===== config.mk =====
export PLATFORM = sky130hd
export DESIGN_NAME = serial_adder
export DESIGN_NICKNAME = d
export VERILOG_FILES = /design/src/rtl/serial_adder.sv
export SDC_FILE = /design/constraint.sdc
export NUM_CORES = 1
export LEC_CHECK = 0
export BUFFER_PORTS_ARGS = -buffer_cell sky130_fd_sc_hd__buf_2
export CORE_MARGIN = 4
export CORE_UTILIZATION = 48
export DETAILED_ROUTE_END_ITERATION = 10
export PLACE_DENSITY = 0.74
export SLEW_MARGIN = 20
export SYNTH_ARGS = -nofsm -noshare
export SYNTH_HDL_FRONTEND = slang
export SYNTH_SLANG_ARGS = --single-unit

===== constraint.sdc =====
create_clock -name clk -period 1.46 [get_ports clk]
set_input_delay 0.146 -clock clk [delete_from_list [all_inputs] [get_ports clk]]
set_output_delay 0.146 -clock clk [all_outputs]
set_load 0.02 [all_outputs]

===== src/rtl/serial_adder.sv =====
// serial_adder: bit-serial adder. Two WIDTH-bit operands are streamed LSB-first
// through one full-adder cell plus a carry flop, one bit per clock.
// A start/done handshake faces the controller; sum/cout are only updated on
// completion, so partial results never appear on the outputs.
//
// Optional build macro: SERIAL_ADDER_SUB_EN
//   defined   -> adds input port 'sub'; sub=1 computes a-b (b inverted on load,
//                carry loaded with 1, cin ignored); cout=1 means no borrow.
//   undefined -> add only, no 'sub' port. Timing is identical in both builds.
//
// state   | meaning
// --------+------------------------------------------------------------
// IDLE    | waiting for start; sum/cout hold the last completed result
// SHIFT   | one operand bit per cycle through the full adder (WIDTH cycles)
// DONE    | single cycle with done=1; sum/cout valid

// Combinational full-adder slice.
module serial_adder_fa (
  input  logic a_i,
  input  logic b_i,
  input  logic c_i,
  output logic s_o,
  output logic c_o
);

  assign s_o = a_i ^ b_i ^ c_i;
  assign c_o = (a_i & b_i) | (a_i & c_i) | (b_i & c_i);

endmodule

module serial_adder #(
  parameter int WIDTH = 8
) (
  input  logic             clk,
  input  logic             rst_n,
  input  logic             start,
  input  logic [WIDTH-1:0] a,
  input  logic [WIDTH-1:0] b,
  input  logic             cin,
`ifdef SERIAL_ADDER_SUB_EN
  input  logic             sub,
`endif
  output logic             busy,
  output logic             done,
  output logic [WIDTH-1:0] sum,
  output logic             cout
);

  localparam int CW = (WIDTH > 1) ? $clog2(WIDTH) : 1;
  localparam logic [CW-1:0] CNT_LAST = CW'(WIDTH - 1);

  typedef enum logic [1:0] {
    ST_IDLE  = 2'd0,
    ST_SHIFT = 2'd1,
    ST_DONE  = 2'd2
  } state_t;

  state_t           state_q, state_d;
  logic [WIDTH-1:0] a_sr_q, a_sr_d;
  logic [WIDTH-1:0] b_sr_q, b_sr_d;
  logic [WIDTH-1:0] res_q, res_d;
  logic             carry_q, carry_d;
  logic [CW-1:0]    cnt_q, cnt_d;
  logic [WIDTH-1:0] sum_q, sum_d;
  logic             cout_q, cout_d;

  logic [WIDTH-1:0] b_load;
  logic             c_load;
  logic             fa_s;
  logic             fa_c;

  // Operand B and initial carry as loaded on an accepted start; subtraction
  // is two's complement: a + ~b + 1.
`ifdef SERIAL_ADDER_SUB_EN
  assign b_load = sub ? ~b : b;
  assign c_load = sub ? 1'b1 : cin;
`else
  assign b_load = b;
  assign c_load = cin;
`endif

  serial_adder_fa u_fa (
    .a_i (a_sr_q[0]),
    .b_i (b_sr_q[0]),
    .c_i (carry_q),
    .s_o (fa_s),
    .c_o (fa_c)
  );

  // State and datapath registers with synchronous active-low reset.
  always_ff @(posedge clk) begin
    if (!rst_n) begin
      state_q <= ST_IDLE;
      a_sr_q  <= '0;
      b_sr_q  <= '0;
      res_q   <= '0;
      carry_q <= 1'b0;
      cnt_q   <= '0;
      sum_q   <= '0;
      cout_q  <= 1'b0;
    end else begin
      state_q <= state_d;
      a_sr_q  <= a_sr_d;
      b_sr_q  <= b_sr_d;
      res_q   <= res_d;
      carry_q <= carry_d;
      cnt_q   <= cnt_d;
      sum_q   <= sum_d;
      cout_q  <= cout_d;
    end
  end

  // Next-state and datapath update; everything holds unless a state acts.
  always_comb begin
    state_d = state_q;
    a_sr_d  = a_sr_q;
    b_sr_d  = b_sr_q;
    res_d   = res_q;
    carry_d = carry_q;
    cnt_d   = cnt_q;
    sum_d   = sum_q;
    cout_d  = cout_q;

    case (state_q)
      ST_IDLE: begin
        if (start) begin
          a_sr_d  = a;
          b_sr_d  = b_load;
          carry_d = c_load;
          res_d   = '0;
          cnt_d   = '0;
          state_d = ST_SHIFT;
        end
      end

      ST_SHIFT: begin
        carry_d = fa_c;
        a_sr_d  = a_sr_q >> 1;
        b_sr_d  = b_sr_q >> 1;
        res_d   = {fa_s, res_q[WIDTH-1:1]};
        cnt_d   = cnt_q + CW'(1);
        // cnt_q counts bits already consumed; the last bit is in the cell now.
        if (cnt_q == CNT_LAST) begin
          sum_d   = {fa_s, res_q[WIDTH-1:1]};
          cout_d  = fa_c;
          state_d = ST_DONE;
        end
      end

      ST_DONE: begin
        state_d = ST_IDLE;
      end

      default: begin
        state_d = ST_IDLE;
      end
    endcase
  end

  // Status flags decode straight from the state register, so they are glitch-free.
  assign busy = (state_q == ST_SHIFT);
  assign done = (state_q == ST_DONE);
  assign sum  = sum_q;
  assign cout = cout_q;

endmodule


==> summary.txt <==
STA
  • Final setup violation count: 0
  • Slew Viols, Final: 0
  • RSZ-0062 raised after global routing: false
  • Worst Tran Pin Value: 298 ps
  • Final Cycle Share: 0.934
  • Normalized max-slew margin: 0.798
  • Minimum clock period: 1360 ps
  • Hold Worst Slack: 57.2 ps
  • Final setup margin: 95.7 ps
  • Setup TNS: 0 ps
  • FMAX: 733 MHz
  • Final Hold Fails: 0
  • Skew final: 5.62 ps

Floorplanning
  • Die Y: 64.7 um
  • Die width: 64.7 um
  • Initial core utilization: 0.505
  • I/O Pins: 31
  • Core area: 0.00305 sq mm
  • Total die area: 0.00418 sq mm
  • Row cnt: 20

GRT
  • Initial antenna violation count: 0
  • Overflow after GRT: 0
  • Gr usage total: 0.164
  • Pin count of the biggest net entering global routing: 28
  • Vias in the first global route: 1220
  • Global-route wire length before repair: 5320 um

Power
  • Reg power frac: 0.555
  • PD cells: 1100 mW/mm^2
  • Sw Pwr: 0.473 mW
  • Leakage power: 0.736 nW
  • Internal power: 1.52 mW
  • Sw Share: 0.237
  • Worst VDD drop: 719 uV
  • Clk pwr share: 0.346
  • Total Power: 1.99 mW
  • Comb pwr share: 0.099

Placement
  • Placed insts: 231
  • GP Congestion: 0.866
  • PortBufs: 30
  • Pre-CTS setup slack: 188 ps
  • Dpl cell area: 0.00173 sq mm
  • Post-DP HPWL: 2290 um

Worst hold path
  • Hold path cells: 3
  • Min-delay worst type: in -> reg
  • Hold path start: a[7]

Detailed routing
  • Met2 routed WL: 1570 um
  • Remaining DRCs: 0
  • DR vias/cell: 5.44
  • DRT antenna net count: 0
  • DRT Wirelength: 3210 um
  • Highest routed layer: met4
  • Metal-1 WL: 1470 um
  • Routed WL per cell: 13.4 um
  • Via count: 1301
  • Drt pass-1 iters: 4
  • DR WL met3: 134 um
  • Iter 0 DRT Violations: 76

Clock network
  • Cts bufs inserted: 5
  • CTS clock-pin slew for the worst setup and hold paths: 110 ps
  • Bufs on Longest Clock Path: 2
  • Htree depth: 2
  • CTS Hold Bufs: 0
  • Root buffer cell: clkbuf_4
  • CTS tree: built
  • Clk_lat worst skew: 340 ps
  • Clk sinks: 38

Layout
  • N_diodes: 0
  • Register Area: 762 sq um
  • Fillcell total: 281
  • Area growth syn-to-layout: 17.4%
  • Nets: 217
  • Final Util: 0.593
  • Finished Layout Cells: 239
  • Share of cells above drive strength 1: 0.262
  • Area of the multi-input gates: 697 sq um
  • Post-route cell area: 0.00181 sq mm

Logic synthesis
  • Sequential fraction of the synthesis area: 0.494
  • Number of flops mapped to enable cells by yosys: 0
  • Distinct cells, synth: 29
  • Ys async rst share: 0
  • Post-synth top flop: dfxtp_1
  • Mean Syn Cell Area: 9.40 sq um
  • Mapped Nets: 187
  • Post-synthesis register bit count: 38
  • Post-Syn Area: 0.00154 sq mm
  • Synthesized netlist cell count: 164
  • Synth Warn #: 0

Critical path
  • CP Launch Type: flop
  • Worst setup path class: reg -> out
  • Reg2reg start: cnt_q[0]
  • CP endpoint kind: output pin
  • Critical path arrival: 1220 ps
  • WP data required: 1310 ps
  • CP Launch Point: state_q[1]
  • Maximum fanout along the worst path: 12
  • Worst reg2reg path depth: 6

Outcome
  • Outcome: completed

Job
  • Max-cap violations: 0
-- flip-flops by register name, indices dropped and copies added (netlist names) --
| register | cells |
|---|---|
| cout | 1 |
| cnt_q | 3 |
| state_q | 2 |
| sum | 8 |
| res_q | 7 |
| carry_q | 1 |
| b_sr_q | 8 |
| a_sr_q | 8 |
-- worst paths after layout --
path                     to  slack, ps
setup / recovery       busy        100
hold / removal    a_sr_q[7]         60
setup reg to reg       cout        160
hold reg to reg    cnt_q[2]        480
-- cell type report --
cell class | count | area share
Sequential cell | 38 | 0.421
Multi-Input combinational cell | 109 | 0.385
Timing Repair Buffer | 38 | 0.116
Tap cell | 44 | 0.0304
Clock inverter | 3 | 0.0221
Clock buffer | 5 | 0.0207
Inverter | 2 | 0.00415
-- cell usage in the layout, fill, tap and decap left out, types with 2 or more instances in the layout --
cell type / n
nand2_1: 16
dfxtp_1: 37
clkinv_2: 2
buf_2: 30
nor4b_1: 2
mux2i_1: 14
o21ai_0: 17
nand3_1: 11
o211ai_1: 13
nor2_1: 3
buf_4: 8
o21ai_1: 10
o22ai_1: 9
ha_1: 2
clkbuf_4: 5
-- layer usage --
| metal | global-route usage | vias up |
|---|---|---|
| met5 | 0 | - |
| met4 | 0.0475 | 0 |
| met3 | 0.0589 | 5 |
| met2 | 0.265 | 30 |
| met1 | 0.204 | 608 |
| li1 | - | 658 |
-- what timing repair did --
action                                 4_1_cts  5_1_grt
setup buffers                                0        0
setup endpoints to repair                    1        1
gates resized for setup                      1        1
endpoints found under the hold margin        0        0
-- power by group through the flow --
stage,Sequential [mW],Combinational [mW],Clock (mW)
after floorplan,1.12,0.143,0
after global placement,1.13,0.191,0
after detailed placement,1.13,0.199,0
after CTS,1.11,0.199,0.714
after global routing,1.11,0.219,0.751
final,1.11,0.198,0.690
-- cell usage after synthesis (all sizes together), types with 2 or more instances --
master	count	area share
nand2	16	0.039
nor2	4	0.011
clkbuf	6	0.015
o211ai	13	0.063
ha	2	0.016
dfxtp	38	0.49
nand3	11	0.036
buf	9	0.035
o21ai	27	0.088
inv	2	0.0049
nor4b	2	0.011
o22ai	9	0.037
mux2i	14	0.091
-- logic make-up after synthesis --
group                      count (synthesis)  synth area share
and+or+nand+nor                           40             0.130
AOI/OAI and AO/OA                         52             0.202
DFF                                       38             0.494
buffers and inverters                     17            0.0544
muxes                                     14            0.0909
adders and majority gates                  3            0.0292
-- critical path: stages (launching register included) --
cell and delay, ps:
dfxtp_2 440, nand2b_1 210, inv_2 80, buf_2 160
Power figures use the tool's default switching activity.
